==> src/rtl/mips_multicycle_ctrl.sv <==
// Multi-cycle MIPS control sequencer.
//
//   state      | meaning
//   -----------+-------------------------------------------------
//   FETCH      | read instruction at PC, IR/PC load on mem_ready
//   DECODE     | register read, branch target into ALUOut
//   MEM_ADDR   | effective address = A + sign-ext imm
//   MEM_READ   | data read at ALUOut, held until mem_ready
//   MEM_WB     | MDR -> rt
//   MEM_WRITE  | store B at ALUOut, held until mem_ready
//   EXECUTE    | R-type ALU operation on A, B
//   R_WB       | ALUOut -> rd
//   BRANCH     | compare A, B; PC <- ALUOut when zero
//   JUMP       | PC <- jump target
//   ADDI_EX    | A + sign-ext imm
//   ADDI_WB    | ALUOut -> rt
//   TRAP       | illegal opcode, parked until reset
module mips_multicycle_ctrl #(
  parameter int          STATE_W  = 4,
  parameter logic [5:0]  OP_RTYPE = 6'b000000,
  parameter logic [5:0]  OP_LW    = 6'b100011,
  parameter logic [5:0]  OP_SW    = 6'b101011,
  parameter logic [5:0]  OP_BEQ   = 6'b000100,
  parameter logic [5:0]  OP_J     = 6'b000010,
  parameter logic [5:0]  OP_ADDI  = 6'b001000
) (
  input  logic               clock,
  input  logic               reset,
  input  logic [5:0]         opcode,
  input  logic               zero,
  input  logic               mem_ready,
  output logic               pc_en,
  output logic               i_or_d,
  output logic               mem_read,
  output logic               mem_write,
  output logic               ir_write,
  output logic               reg_write,
  output logic               reg_dst,
  output logic               mem_to_reg,
  output logic               alu_src_a,
  output logic [1:0]         alu_src_b,
  output logic [1:0]         alu_op,
  output logic [1:0]         pc_source,
  output logic               instr_done,
  output logic               trap,
  output logic [STATE_W-1:0] state
);

  typedef enum logic [3:0] {
    S_FETCH     = 4'd0,
    S_DECODE    = 4'd1,
    S_MEM_ADDR  = 4'd2,
    S_MEM_READ  = 4'd3,
    S_MEM_WB    = 4'd4,
    S_MEM_WRITE = 4'd5,
    S_EXECUTE   = 4'd6,
    S_R_WB      = 4'd7,
    S_BRANCH    = 4'd8,
    S_JUMP      = 4'd9,
    S_ADDI_EX   = 4'd10,
    S_ADDI_WB   = 4'd11,
    S_TRAP      = 4'd12
  } state_t;

  state_t cur, nxt;
  logic   trap_q;
  logic   pc_write;
  logic   pc_write_cond;

  // State register and sticky trap flag, set on the transition into TRAP
  always_ff @(posedge clock or posedge reset) begin
    if (reset) begin
      cur    <= S_FETCH;
      trap_q <= 1'b0;
    end else begin
      cur <= nxt;
      if (nxt == S_TRAP) trap_q <= 1'b1;
    end
  end

  // Next-state and datapath control decode
  always_comb begin
    nxt           = cur;
    i_or_d        = 1'b0;
    mem_read      = 1'b0;
    mem_write     = 1'b0;
    ir_write      = 1'b0;
    reg_write     = 1'b0;
    reg_dst       = 1'b0;
    mem_to_reg    = 1'b0;
    alu_src_a     = 1'b0;
    alu_src_b     = 2'b00;
    alu_op        = 2'b00;
    pc_source     = 2'b00;
    instr_done    = 1'b0;
    pc_write      = 1'b0;
    pc_write_cond = 1'b0;
    case (cur)
      S_FETCH: begin
        mem_read  = 1'b1;
        alu_src_b = 2'b01;
        ir_write  = mem_ready;
        pc_write  = mem_ready;
        if (mem_ready) nxt = S_DECODE;
      end
      S_DECODE: begin
        alu_src_b = 2'b11;
        if (opcode == OP_LW || opcode == OP_SW) nxt = S_MEM_ADDR;
        else if (opcode == OP_RTYPE)            nxt = S_EXECUTE;
        else if (opcode == OP_BEQ)              nxt = S_BRANCH;
        else if (opcode == OP_J)                nxt = S_JUMP;
        else if (opcode == OP_ADDI)             nxt = S_ADDI_EX;
        else                                    nxt = S_TRAP;
      end
      S_MEM_ADDR: begin
        alu_src_a = 1'b1;
        alu_src_b = 2'b10;
        nxt       = (opcode == OP_SW) ? S_MEM_WRITE : S_MEM_READ;
      end
      S_MEM_READ: begin
        mem_read = 1'b1;
        i_or_d   = 1'b1;
        if (mem_ready) nxt = S_MEM_WB;
      end
      S_MEM_WB: begin
        reg_write  = 1'b1;
        mem_to_reg = 1'b1;
        instr_done = 1'b1;
        nxt        = S_FETCH;
      end
      S_MEM_WRITE: begin
        mem_write  = 1'b1;
        i_or_d     = 1'b1;
        instr_done = mem_ready;
        if (mem_ready) nxt = S_FETCH;
      end
      S_EXECUTE: begin
        alu_src_a = 1'b1;
        alu_op    = 2'b10;
        nxt       = S_R_WB;
      end
      S_R_WB: begin
        reg_write  = 1'b1;
        reg_dst    = 1'b1;
        instr_done = 1'b1;
        nxt        = S_FETCH;
      end
      S_BRANCH: begin
        alu_src_a     = 1'b1;
        alu_op        = 2'b01;
        pc_write_cond = 1'b1;
        pc_source     = 2'b01;
        instr_done    = 1'b1;
        nxt           = S_FETCH;
      end
      S_JUMP: begin
        pc_write   = 1'b1;
        pc_source  = 2'b10;
        instr_done = 1'b1;
        nxt        = S_FETCH;
      end
      S_ADDI_EX: begin
        alu_src_a = 1'b1;
        alu_src_b = 2'b10;
        nxt       = S_ADDI_WB;
      end
      S_ADDI_WB: begin
        reg_write  = 1'b1;
        instr_done = 1'b1;
        nxt        = S_FETCH;
      end
      S_TRAP: begin
        nxt = S_TRAP;
      end
      default: begin
        nxt = S_FETCH;
      end
    endcase
  end

  assign pc_en = pc_write | (pc_write_cond & zero);
  assign trap  = trap_q;
  assign state = STATE_W'(cur);

endmodule

==> config.mk <==
export PLATFORM = sky130hd
export DESIGN_NAME = mips_multicycle_ctrl
export DESIGN_NICKNAME = d
export VERILOG_FILES = /design/src/rtl/mips_multicycle_ctrl.sv
export SDC_FILE = /design/constraint.sdc
export NUM_CORES = 1
export LEC_CHECK = 0
export CAP_MARGIN = 20
export CORE_AREA = 2 2 39 41
export CTS_BUF_LIST = sky130_fd_sc_hd__clkbuf_8
export CTS_CLUSTER_SIZE = 10
export DETAILED_ROUTE_END_ITERATION = 7
export DIE_AREA = 0 0 41 43
export DONT_BUFFER_PORTS = 1
export PLACE_DENSITY = 0.6
export SLEW_MARGIN = 10
export SYNTH_ARGS = -nofsm -noshare
export SYNTH_HDL_FRONTEND = slang
export SYNTH_SLANG_ARGS = --single-unit
==> constraint.sdc <==
create_clock -name clock -period 5.2 [get_ports clock]
set_clock_uncertainty 0.1 [all_clocks]
set_input_delay 1.56 -clock clock [delete_from_list [all_inputs] [get_ports clock]]
set_output_delay 1.56 -clock clock [all_outputs]
set_load 0.05 [all_outputs]
==> impl_results.html, run 1 <==
<table>
<tr><th>Metric</th><th>Value</th></tr>
<tr><th colspan="2">Setup path</th></tr>
<tr><td>Worst Path Class, Setup</td><td>input port to primary output</td></tr>
<tr><td>Setup crit end</td><td>instr_done</td></tr>
<tr><td>Startpoint of the worst setup timing path</td><td>mem_ready</td></tr>
<tr><td>FF-to-FF path depth</td><td>5</td></tr>
<tr><td>Data arrival time of the critical path</td><td>2.36 ns</td></tr>
<tr><td>Peak per-stage delay on the critical path</td><td>0.41 ns</td></tr>
<tr><td>Cell Chain, Critical Path</td><td>nor3b_1 -&gt; o21ai_0 -&gt; and3_1</td></tr>
<tr><td>Worst reg2reg startpoint</td><td>state[1]$_DFF_PP0_</td></tr>
<tr><td>Crit path launch type</td><td>input port</td></tr>
<tr><td>Critical path data required time</td><td>3.54 ns</td></tr>
<tr><td>Capturing point of the worst reg2reg path</td><td>trap$_DFFE_PP0N_</td></tr>
<tr><td>Flop2flop setup slack</td><td>2.89 ns</td></tr>
<tr><td>Endpoint kind of the worst setup timing path</td><td>primary output</td></tr>
<tr><td>Slowest library cell on the worst path</td><td>sky130_fd_sc_hd__and3_1</td></tr>
<tr><td>Crit Path Max Fanout</td><td>6</td></tr>
<tr><th colspan="2">Clock network</th></tr>
<tr><td>Max Buffers Root-to-Sink</td><td>2</td></tr>
<tr><td>Master cell of the clock root buffer</td><td>sky130_fd_sc_hd__clkbuf_8</td></tr>
<tr><td>Post-CTS repair timing setup buffer count</td><td>0</td></tr>
<tr><td>Number of clock sinks seen by CTS</td><td>5</td></tr>
<tr><td>Worst-skew pair later-pin latency</td><td>0.23 ns</td></tr>
<tr><td>Cts bufs inserted</td><td>3</td></tr>
<tr><td>CTS tree</td><td>yes</td></tr>
<tr><td>Post-cts gate resize count</td><td>0</td></tr>
<tr><td>Hold-fix buffer count after cts</td><td>0</td></tr>
<tr><td>Deepest level of the CTS H-tree</td><td>1</td></tr>
<tr><td>Clock input transition at the sequential cells of the worst setup and hold paths</td><td>0.04 ns</td></tr>
<tr><th colspan="2">Place</th></tr>
<tr><td>Number of port buffers</td><td>0</td></tr>
<tr><td>Final RePlAce weighted congestion</td><td>0.775</td></tr>
<tr><td>Post-detail-place hpwl</td><td>1100 um</td></tr>
<tr><td>Area after detailed placement</td><td>654 um2</td></tr>
<tr><th colspan="2">Cells and area</th></tr>
<tr><td>Final net count</td><td>100</td></tr>
<tr><td>Filler cell count</td><td>158</td></tr>
<tr><td>Area growth syn-to-layout</td><td>14.3%</td></tr>
<tr><td>Fraction of final layout cells with drive strength greater than 1</td><td>16.9%</td></tr>
<tr><td>Most frequent cells in the layout</td><td>sky130_fd_sc_hd__nor2_1, sky130_fd_sc_hd__nand2b_1, sky130_fd_sc_hd__o21ai_0</td></tr>
<tr><td>Number of antenna diodes</td><td>0</td></tr>
<tr><td>Most frequent standard cell in the layout excluding fill and tap cells</td><td>sky130_fd_sc_hd__nor2_1</td></tr>
<tr><td>Area of all placed cells without fillers</td><td>699 um2</td></tr>
<tr><th colspan="2">STA</th></tr>
<tr><td>Slew Limit Fails</td><td>0</td></tr>
<tr><td>Maximum clock rate</td><td>249 MHz</td></tr>
<tr><td>Final clock period utilization by the worst path</td><td>77.3%</td></tr>
<tr><td>Slew @ Worst Pin</td><td>1.03 ns</td></tr>
<tr><td>Fin crit period</td><td>4.02 ns</td></tr>
<tr><td>Relative slew slack</td><td>31.6%</td></tr>
<tr><td>Post-Route Setup TNS</td><td>0 ns</td></tr>
<tr><td>Setup repair after global routing missed its margin</td><td>no</td></tr>
<tr><td>Setup-violating endpoint count in the final report</td><td>0</td></tr>
<tr><td>Final hold slack</td><td>0.700 ns</td></tr>
<tr><td>Number of hold-slack violations in the final timing report</td><td>0</td></tr>
<tr><th colspan="2">Die</th></tr>
<tr><td>IO Count</td><td>31</td></tr>
<tr><td>Chip Width</td><td>41 um</td></tr>
<tr><td>Die ar.</td><td>1760 um2</td></tr>
<tr><td>Row Count</td><td>14</td></tr>
<tr><td>DIE HEIGHT</td><td>43 um</td></tr>
<tr><td>Starting utilization of the core area</td><td>44.2%</td></tr>
<tr><td>Area of the placeable core</td><td>1380 um2</td></tr>
<tr><th colspan="2">Detailed routing</th></tr>
<tr><td>Remaining routing DRC violations</td><td>0</td></tr>
<tr><td>Vias</td><td>679</td></tr>
<tr><td>Via density</td><td>6.47</td></tr>
<tr><td>Antenna viol nets, final</td><td>0</td></tr>
<tr><td>Initial DRC Count</td><td>8</td></tr>
<tr><td>WL/cell</td><td>14.2 um</td></tr>
<tr><td>Routed WL</td><td>1500 um</td></tr>
<tr><td>DR pass1 iterations</td><td>4</td></tr>
<tr><th colspan="2">Synthesis</th></tr>
<tr><td>Top FF cell, synth</td><td>sky130_fd_sc_hd__dfrtp_1</td></tr>
<tr><td>Number of synthesis warnings</td><td>0</td></tr>
<tr><td>Cell Area, Synth</td><td>612 um2</td></tr>
<tr><td>Dominant cells by area after synthesis</td><td>sky130_fd_sc_hd__dfrtp_1, sky130_fd_sc_hd__nand2b_1, sky130_fd_sc_hd__nor2_1</td></tr>
<tr><td>Portion of the post-synthesis area used by sequential elements</td><td>20.4%</td></tr>
<tr><td>Count of flip-flops with a built-in enable after synthesis</td><td>0</td></tr>
<tr><td>Area share of the largest cell type after synthesis</td><td>20.4%</td></tr>
<tr><td>Post-synthesis area per instance</td><td>6.95 um2</td></tr>
<tr><td>Synthesized Nets</td><td>98</td></tr>
<tr><td>Post-synthesis cell type count</td><td>38</td></tr>
<tr><td>Synthesized netlist cell count</td><td>88</td></tr>
<tr><td>Post-synthesis register bit count</td><td>5</td></tr>
<tr><td>Post-synth top area cell</td><td>sky130_fd_sc_hd__dfrtp_1</td></tr>
<tr><td>Async S/R FF share, synth</td><td>100%</td></tr>
<tr><th colspan="2">GRT</th></tr>
<tr><td>Largest net degree at the start of global routing</td><td>21</td></tr>
<tr><td>Antenna violations before repair</td><td>0</td></tr>
<tr><td>Overall routing resource usage</td><td>20.2%</td></tr>
<tr><td>Via count of the first global-routing pass</td><td>571</td></tr>
<tr><td>Total congestion overflow</td><td>0</td></tr>
<tr><td>Wire length of the first global-routing pass</td><td>2490 um</td></tr>
<tr><th colspan="2">Status</th></tr>
<tr><td>Run status</td><td>completed</td></tr>
<tr><th colspan="2">Run</th></tr>
<tr><td>Max-cap violation count</td><td>0</td></tr>
<tr><th colspan="2">Worst hold path</th></tr>
<tr><td>Min-delay worst type</td><td>flop to flop</td></tr>
</table>
-- worst max-delay path: cells and delay by family --
family,cells,cell delay (ns)
AOI/OAI and AO/OA,1,0.11
and+or+nand+nor,2,0.69
-- Yosys cell counts (all sizes together), types with 2 or more instances --
library cell	count
a21oi	4
and3	2
o211ai	2
nor3b	3
or2	2
clkbuf	5
dfrtp	5
nor3	6
a211oi	2
nand2b	7
inv	2
buf	4
a31oi	2
o21ai	6
nand2	4
nand3	3
nor2	10
nor2b	3
-- worst min-delay path by stage --
stage	from	endpoint	cells past startpoint
2_1_floorplan	trap$_DFFE_PP0N_	trap$_DFFE_PP0N_	1
3_3_place_gp	trap$_DFFE_PP0N_	trap$_DFFE_PP0N_	1
3_5_place_dp	trap$_DFFE_PP0N_	trap$_DFFE_PP0N_	1
4_1_cts	trap$_DFFE_PP0N_	trap$_DFFE_PP0N_	1
5_1_grt	trap$_DFFE_PP0N_	trap$_DFFE_PP0N_	1
6_report	trap$_DFFE_PP0N_	trap$_DFFE_PP0N_	1
-- cells by family (layout without fill, tap and decap cells) --
kind of cell	after synthesis	count (layout)	synth area share, %
AO/OA/AOI/OAI	24	24	26.2
XOR/XNOR	2	2	2.86
buffers and inverters	11	12	9.20
flip-flops	5	5	20.4
AND/OR/NAND/NOR	46	46	41.3
-- metal layers --
layer	wire, um	global-route usage, %	up-vias
li1	-	-	323
met1	649	27.0	324
met2	721	29.7	29
met3	99	5.76	3
met4	25	8.00	0
met5	0	0	-
-- flip-flops by register name (all words and copies together), names as in the netlist --
name and count:
state 4, trap 1
-- through the flow --
| step | instances | util (%) | setup slack, ns |
|---|---|---|---|
| detailed placement | 101 | 47.3 | 1.19 |
| floorplan | 88 | - | 0.447 |
| CTS | 105 | 50.5 | 1.18 |
| finish | 105 | 50.5 | 1.18 |
| global placement | 101 | 47.3 | 1.20 |
| global route | 105 | 50.5 | 1.05 |
-- layout make-up --
type | instances | area [um2] | area share [%]
multi-input cells | 72 | 453 | 64.8
repair buffers | 6 | 48.8 | 6.98
clock inverters | 1 | 3.75 | 0.537
inverters | 2 | 7.51 | 1.07
well taps | 16 | 20.0 | 2.86
clock buffers | 3 | 41.3 | 5.90
flip-flops and latches | 5 | 125 | 17.9
Power of run 1 is left out: the tool's default activity adds up to more than one toggle a clock period on the data nets, which glitch-free logic cannot reach.
==> run 2: changes to the inputs <==
Clock period 5.2 ns to 4.1 ns, I/O delays scaled along.
==> run 2 against run 1 <==
Hold slack got worse by 0.032 ns. Register-to-register slack got worse by 1.1 ns. Wire length rose by 4.8%. Cell area rose by 11%. Via count rose by 0.88%. Critical path depth fell by 1. Sequential share of layout area fell by 1.7 points. Utilization rose by 5.4 points. Setup slack got worse by 0.48 ns. Non-clock buffer count rose by 10. Global-route usage fell by 0.71 points.
==> impl_results.html, run 2 (same netlist as run 1, synthesis figures left out) <==
<table>
<tr><th>Metric</th><th>Value</th></tr>
<tr><th colspan="2">Setup path</th></tr>
<tr><td>Slowest library cell on the worst path</td><td>sky130_fd_sc_hd__dfrtp_1</td></tr>
<tr><td>Worst path bufs/invs</td><td>0 (unchanged)</td></tr>
<tr><td>Worst Path Class, Setup</td><td>flop to primary output</td></tr>
<tr><td>Critical path data required time</td><td>2.77 ns (-0.77 ns)</td></tr>
<tr><td>Endpoint kind of the worst setup timing path</td><td>primary output</td></tr>
<tr><td>Peak per-stage delay on the critical path</td><td>0.92 ns (+0.51 ns)</td></tr>
<tr><td>Crit path launch type</td><td>flop</td></tr>
<tr><td>Crit Path Max Fanout</td><td>19 (+13)</td></tr>
<tr><td>Data arrival time of the critical path</td><td>2.08 ns (-0.28 ns)</td></tr>
<tr><td>Top delay family on crit path</td><td>simple AND/OR/NAND/NOR gates</td></tr>
<tr><td>Cell Chain, Critical Path</td><td>or2_0 -&gt; and3_1</td></tr>
<tr><th colspan="2">STA</th></tr>
<tr><td>Maximum clock rate</td><td>294 MHz</td></tr>
<tr><td>Setup repair after global routing missed its margin</td><td>no</td></tr>
<tr><td>Number of hold-slack violations in the final timing report</td><td>0 (unchanged)</td></tr>
<tr><td>Post-Route Setup TNS</td><td>0 ns (unchanged)</td></tr>
<tr><td>Final clock period utilization by the worst path</td><td>83.1%</td></tr>
<tr><td>Setup-violating endpoint count in the final report</td><td>0 (unchanged)</td></tr>
<tr><td>Slew @ Worst Pin</td><td>0.983 ns (-0.0459 ns)</td></tr>
<tr><td>Relative slew slack</td><td>34.5% (+2.8 points)</td></tr>
<tr><td>Fin crit period</td><td>3.41 ns</td></tr>
<tr><td>Slew Limit Fails</td><td>0 (unchanged)</td></tr>
<tr><th colspan="2">Cells and area</th></tr>
<tr><td>Fraction of final layout cells with drive strength greater than 1</td><td>25.3% (+8.4 points)</td></tr>
<tr><td>Most frequent cells in the layout</td><td>sky130_fd_sc_hd__buf_4, sky130_fd_sc_hd__nor2_1, sky130_fd_sc_hd__nand2b_1</td></tr>
<tr><td>Most frequent standard cell in the layout excluding fill and tap cells</td><td>sky130_fd_sc_hd__buf_4</td></tr>
<tr><td>Final net count</td><td>110 (+10%)</td></tr>
<tr><td>Flip-flop count of the largest register, all copies and words added</td><td>4 (unchanged)</td></tr>
<tr><td>Number of antenna diodes</td><td>0 (unchanged)</td></tr>
<tr><td>Area growth syn-to-layout</td><td>26.6%</td></tr>
<tr><td>Filler-free cell count of the finished design</td><td>115 (+9.5%)</td></tr>
<tr><th colspan="2">Die</th></tr>
<tr><td>Row Count</td><td>14 (unchanged)</td></tr>
<tr><td>Die ar.</td><td>1760 um2 (unchanged)</td></tr>
<tr><td>Starting utilization of the core area</td><td>44.2% (unchanged)</td></tr>
<tr><td>Area of the placeable core</td><td>1380 um2 (unchanged)</td></tr>
<tr><td>DIE HEIGHT</td><td>43 um (unchanged)</td></tr>
<tr><td>IO Count</td><td>31 (unchanged)</td></tr>
<tr><td>Chip Width</td><td>41 um (unchanged)</td></tr>
<tr><th colspan="2">Clock network</th></tr>
<tr><td>Cts bufs inserted</td><td>3 (unchanged)</td></tr>
<tr><td>Hold-fix buffer count after cts</td><td>0 (unchanged)</td></tr>
<tr><td>Deepest level of the CTS H-tree</td><td>1 (unchanged)</td></tr>
<tr><td>Clock input transition at the sequential cells of the worst setup and hold paths</td><td>0.03 ns (about the same)</td></tr>
<tr><td>CTS tree</td><td>yes</td></tr>
<tr><td>Post-CTS repair timing setup buffer count</td><td>0 (unchanged)</td></tr>
<tr><td>Max Buffers Root-to-Sink</td><td>2 (unchanged)</td></tr>
<tr><td>Post-cts gate resize count</td><td>0 (unchanged)</td></tr>
<tr><td>Worst-skew pair later-pin latency</td><td>0.22 ns (about the same)</td></tr>
<tr><td>Master cell of the clock root buffer</td><td>sky130_fd_sc_hd__clkbuf_8</td></tr>
<tr><td>Number of clock sinks seen by CTS</td><td>5 (unchanged)</td></tr>
<tr><th colspan="2">Detailed routing</th></tr>
<tr><td>Initial DRC Count</td><td>17 (+9)</td></tr>
<tr><td>Routed WL</td><td>1570 um (+4.8%)</td></tr>
<tr><td>Antenna viol nets, final</td><td>0 (unchanged)</td></tr>
<tr><td>Remaining routing DRC violations</td><td>0 (unchanged)</td></tr>
<tr><td>WL/cell</td><td>13.6 um (-4.3%)</td></tr>
<tr><td>DR pass1 iterations</td><td>4 (unchanged)</td></tr>
<tr><td>Via density</td><td>5.96 (-7.9%)</td></tr>
<tr><td>Vias</td><td>685 (+0.88%)</td></tr>
<tr><th colspan="2">GRT</th></tr>
<tr><td>Total congestion overflow</td><td>0 (unchanged)</td></tr>
<tr><td>Largest net degree at the start of global routing</td><td>21 (unchanged)</td></tr>
<tr><td>Overall routing resource usage</td><td>19.5% (-0.71 points)</td></tr>
<tr><td>Via count of the first global-routing pass</td><td>558 (-2.3%)</td></tr>
<tr><td>Wire length of the first global-routing pass</td><td>2370 um (-4.7%)</td></tr>
<tr><td>Antenna violations before repair</td><td>0 (unchanged)</td></tr>
<tr><th colspan="2">Place</th></tr>
<tr><td>Number of port buffers</td><td>0 (unchanged)</td></tr>
<tr><td>Final RePlAce weighted congestion</td><td>0.806 (+4.0%)</td></tr>
<tr><td>Post-detail-place hpwl</td><td>1140 um (+3.7%)</td></tr>
<tr><td>Instance count after placement with tap cells included</td><td>111 (+9.9%)</td></tr>
<tr><th colspan="2">Run</th></tr>
<tr><td>Max-cap violation count</td><td>0 (unchanged)</td></tr>
<tr><th colspan="2">Status</th></tr>
<tr><td>Run status</td><td>completed</td></tr>
<tr><th colspan="2">Worst hold path</th></tr>
<tr><td>Min-delay worst type</td><td>flop to flop</td></tr>
</table>
run 2: changes by cell type in the layout (fill, tap and decap cells not counted):
cell	delta
sky130_fd_sc_hd__buf_4	+10
run 2: final cells by class:
cell class	instances	area, um2
repair buffers	16	124
clock buffers	3	41.3
clock inverters	1	3.75
flip-flops and latches	5	125
multi-input cells	72	453
fillers	148	609
inverters	2	7.51
well taps	16	20.0
run 2: per-stage QoR:
stage	util [%]	setup WS (ns)	area [um2]	hold WS (ns)
finish	56.0	0.694	774	0.668
CTS	56.0	0.708	774	0.666
global route	56.0	0.530	774	0.693
global placement	52.7	0.768	729	0.666
floorplan	-	0.00703	612	0.664
detailed placement	52.7	0.748	729	0.664
run 2: layer usage:
layer	track usage, %	part of all wire [%]
met5	0	0
met4	6.67	0.64
met3	8.90	6.9
met2	27.2	47
met1	26.0	45
run 2: worst paths after layout:
kind,startpoint,end,slack (ns),cells after the start
max,state[3]$_DFF_PP0_,instr_done,0.69,2
min,state[2]$_DFF_PP0_,state[0]$_DFF_PP0_,0.67,2
max in group asynchronous,reset,trap$_DFFE_PP0N_,3.05,1
min reg2reg,state[2]$_DFF_PP0_,state[0]$_DFF_PP0_,0.67,2
max reg2reg,state[0]$_DFF_PP0_,trap$_DFFE_PP0N_,1.80,5
min in group asynchronous,reset,state[2]$_DFF_PP0_,0.69,1
run 2: worst register-to-register path: stages, from the launching register on:
cell and delay (ns):
sky130_fd_sc_hd__dfrtp_1 0.95, sky130_fd_sc_hd__nor4b_1 0.58, sky130_fd_sc_hd__o211ai_1 0.17, sky130_fd_sc_hd__nand3_1 0.15
sky130_fd_sc_hd__a31oi_1 0.06, sky130_fd_sc_hd__a21o_1 0.18
Power of run 2 is left out for the same reason.
==> run 3: changes to the inputs <==
Settings changed: PLACE_DENSITY 0.6 to 0.62.
Clock period 4.1 ns to 2.7 ns, I/O delays scaled along.
==> run 3 against run 2 <==
Final cell count up 4.3%. Setup slack got worse by 0.60 ns. First-iteration DRC count shrank 53%. Hold slack got worse by 0.40 ns. Sequential cell count unchanged. Clock-buffer cell count unchanged. Non-clock buffer count increased by 5. Critical path type unchanged. Highest routed layer is now met3.
==> impl_results.html, run 3 (same netlist as run 1, synthesis figures left out) <==
<table>
<tr><th>Metric</th><th>Value</th></tr>
<tr><th colspan="2">STA</th></tr>
<tr><td>Slew Limit Fails</td><td>0 (unchanged)</td></tr>
<tr><td>Relative slew slack</td><td>62.3% (+28 points)</td></tr>
<tr><td>Post-Route Setup TNS</td><td>0 ns (unchanged)</td></tr>
<tr><td>Fin crit period</td><td>2.61 ns</td></tr>
<tr><td>Setup-violating endpoint count in the final report</td><td>0 (unchanged)</td></tr>
<tr><td>Slew @ Worst Pin</td><td>0.557 ns (-0.425 ns)</td></tr>
<tr><td>Setup repair after global routing missed its margin</td><td>no</td></tr>
<tr><td>Final clock period utilization by the worst path</td><td>96.5%</td></tr>
<tr><td>Maximum clock rate</td><td>384 MHz</td></tr>
<tr><td>Number of hold-slack violations in the final timing report</td><td>0 (unchanged)</td></tr>
<tr><th colspan="2">Cells and area</th></tr>
<tr><td>Number of antenna diodes</td><td>0 (unchanged)</td></tr>
<tr><td>Final net count</td><td>115 (+4.5%)</td></tr>
<tr><td>Flip-flop count of the largest register, all copies and words added</td><td>4 (unchanged)</td></tr>
<tr><td>Most frequent cells in the layout</td><td>sky130_fd_sc_hd__buf_4, sky130_fd_sc_hd__buf_12, sky130_fd_sc_hd__nor2_1, sky130_fd_sc_hd__nand2b_1, sky130_fd_sc_hd__o21ai_0</td></tr>
<tr><td>Most frequent standard cell in the layout excluding fill and tap cells</td><td>sky130_fd_sc_hd__buf_4</td></tr>
<tr><td>Area growth syn-to-layout</td><td>61.6%</td></tr>
<tr><td>Fraction of final layout cells with drive strength greater than 1</td><td>38.5% (+13 points)</td></tr>
<tr><th colspan="2">Clock network</th></tr>
<tr><td>Max Buffers Root-to-Sink</td><td>2 (unchanged)</td></tr>
<tr><td>Number of clock sinks seen by CTS</td><td>5 (unchanged)</td></tr>
<tr><td>Post-CTS repair timing setup buffer count</td><td>0 (unchanged)</td></tr>
<tr><td>Cts bufs inserted</td><td>3 (unchanged)</td></tr>
<tr><td>Deepest level of the CTS H-tree</td><td>1 (unchanged)</td></tr>
<tr><td>Master cell of the clock root buffer</td><td>sky130_fd_sc_hd__clkbuf_8</td></tr>
<tr><td>Clock input transition at the sequential cells of the worst setup and hold paths</td><td>0.04 ns (about the same)</td></tr>
<tr><td>CTS tree</td><td>yes</td></tr>
<tr><td>Worst-skew pair later-pin latency</td><td>0.22 ns (about the same)</td></tr>
<tr><th colspan="2">Die</th></tr>
<tr><td>Row Count</td><td>14 (unchanged)</td></tr>
<tr><td>Area of the placeable core</td><td>1380 um2 (unchanged)</td></tr>
<tr><td>DIE HEIGHT</td><td>43 um (unchanged)</td></tr>
<tr><td>Die ar.</td><td>1760 um2 (unchanged)</td></tr>
<tr><td>IO Count</td><td>31 (unchanged)</td></tr>
<tr><td>Chip Width</td><td>41 um (unchanged)</td></tr>
<tr><td>Starting utilization of the core area</td><td>44.2% (unchanged)</td></tr>
<tr><th colspan="2">Detailed routing</th></tr>
<tr><td>Vias</td><td>709 (+3.5%)</td></tr>
<tr><td>DR pass1 iterations</td><td>4 (unchanged)</td></tr>
<tr><td>WL/cell</td><td>12.7 um (-6.6%)</td></tr>
<tr><td>Initial DRC Count</td><td>8 (-9)</td></tr>
<tr><td>Via density</td><td>5.91 (-0.81%)</td></tr>
<tr><td>Remaining routing DRC violations</td><td>0 (unchanged)</td></tr>
<tr><td>Routed WL</td><td>1530 um (-2.5%)</td></tr>
<tr><td>Antenna viol nets, final</td><td>0 (unchanged)</td></tr>
<tr><th colspan="2">GRT</th></tr>
<tr><td>Overall routing resource usage</td><td>22.0% (+2.5 points)</td></tr>
<tr><td>Antenna violations before repair</td><td>0 (unchanged)</td></tr>
<tr><td>Largest net degree at the start of global routing</td><td>21 (unchanged)</td></tr>
<tr><td>Via count of the first global-routing pass</td><td>623 (+12%)</td></tr>
<tr><td>Total congestion overflow</td><td>0 (unchanged)</td></tr>
<tr><td>Wire length of the first global-routing pass</td><td>2730 um (+15%)</td></tr>
<tr><th colspan="2">Setup path</th></tr>
<tr><td>Capturing point of the worst reg2reg path</td><td>trap$_DFFE_PP0N_</td></tr>
<tr><td>Endpoint kind of the worst setup timing path</td><td>primary output</td></tr>
<tr><td>Cell Chain, Critical Path</td><td>or3b_2 -&gt; a21oi_1 -&gt; buf_4</td></tr>
<tr><td>Slowest library cell on the worst path</td><td>sky130_fd_sc_hd__dfrtp_2</td></tr>
<tr><td>FF-to-FF path depth</td><td>6 (+1)</td></tr>
<tr><td>Crit Path Max Fanout</td><td>10 (-9)</td></tr>
<tr><td>Worst reg2reg startpoint</td><td>state[2]$_DFF_PP0_</td></tr>
<tr><td>Flop2flop setup slack</td><td>0.82 ns (-0.98 ns)</td></tr>
<tr><td>Data arrival time of the critical path</td><td>1.70 ns (-0.38 ns)</td></tr>
<tr><td>Top delay family on crit path</td><td>flip-flops</td></tr>
<tr><td>Crit path launch type</td><td>flop</td></tr>
<tr><td>Worst Path Class, Setup</td><td>flop to primary output</td></tr>
<tr><td>Peak per-stage delay on the critical path</td><td>0.56 ns (-0.36 ns)</td></tr>
<tr><td>Worst path bufs/invs</td><td>1 (+1)</td></tr>
<tr><td>Crit path depth</td><td>3 (+1)</td></tr>
<tr><td>Critical path data required time</td><td>1.79 ns (-0.98 ns)</td></tr>
<tr><th colspan="2">Place</th></tr>
<tr><td>Final RePlAce weighted congestion</td><td>0.789 (-2.0%)</td></tr>
<tr><td>Number of port buffers</td><td>0 (unchanged)</td></tr>
<tr><td>Post-detail-place hpwl</td><td>1210 um (+5.9%)</td></tr>
<tr><th colspan="2">Run</th></tr>
<tr><td>Max-cap violation count</td><td>0 (unchanged)</td></tr>
<tr><th colspan="2">Worst hold path</th></tr>
<tr><td>Min-delay worst type</td><td>input port to asynchronous set/reset pin</td></tr>
<tr><th colspan="2">Status</th></tr>
<tr><td>Run status</td><td>completed</td></tr>
</table>
run 3: cell count changes in the layout (fill, tap and decap cells not counted), sizes merged:
cell / before / now
buf: 16 / 21
run 3: worst max-delay path by stage:
stage / from / end / slack (ns)
6_report: state[1]$_DFF_PP0_ / alu_src_b[1] / 0.09
5_1_grt: state[0]$_DFF_PP0_ / alu_src_b[1] / 0.02
4_1_cts: state[0]$_DFF_PP0_ / instr_done / 0.10
3_5_place_dp: mem_ready / instr_done / 0.17
3_3_place_gp: mem_ready / pc_en / 0.24
2_1_floorplan: state[2]$_DFF_PP0_ / pc_source[0] / -0.24
run 3: per-stage QoR:
stage          hold slack, ns  utilization [%]  cell area [um2]  cells  setup slack, ns
5_1_grt                 0.278             71.4              988    120           0.0194
3_3_place_gp            0.503             67.8              938    116            0.236
2_1_floorplan           0.488                -              698     88           -0.241
4_1_cts                 0.271             71.1              983    120            0.103
6_report                0.268             71.4              988    120           0.0943
3_5_place_dp            0.509             67.8              938    116            0.173
run 3: routing by layer:
layer / routed length [um] / global-route usage, %
met1: 648 / 30.5
met2: 791 / 32.5
met3: 89 / 5.76
met4: 0 / 6.67
met5: 0 / 0
run 3: timing repair:
action / in CTS / in global routing
hold buffers: 0 / 0
gates resized for setup: 0 / 1
setup endpoints to repair: 0 / 1
run 3: cell type report:
| type | instances | area (um2) |
|---|---|---|
| fillers | 107 | 395 |
| repair buffers | 21 | 270 |
| multi-input cells | 72 | 517 |
| flip-flops and latches | 5 | 129 |
| clock inverters | 1 | 3.75 |
| clock buffers | 3 | 41.3 |
| inverters | 2 | 7.51 |
| well taps | 16 | 20.0 |
Power of run 3 is left out for the same reason.
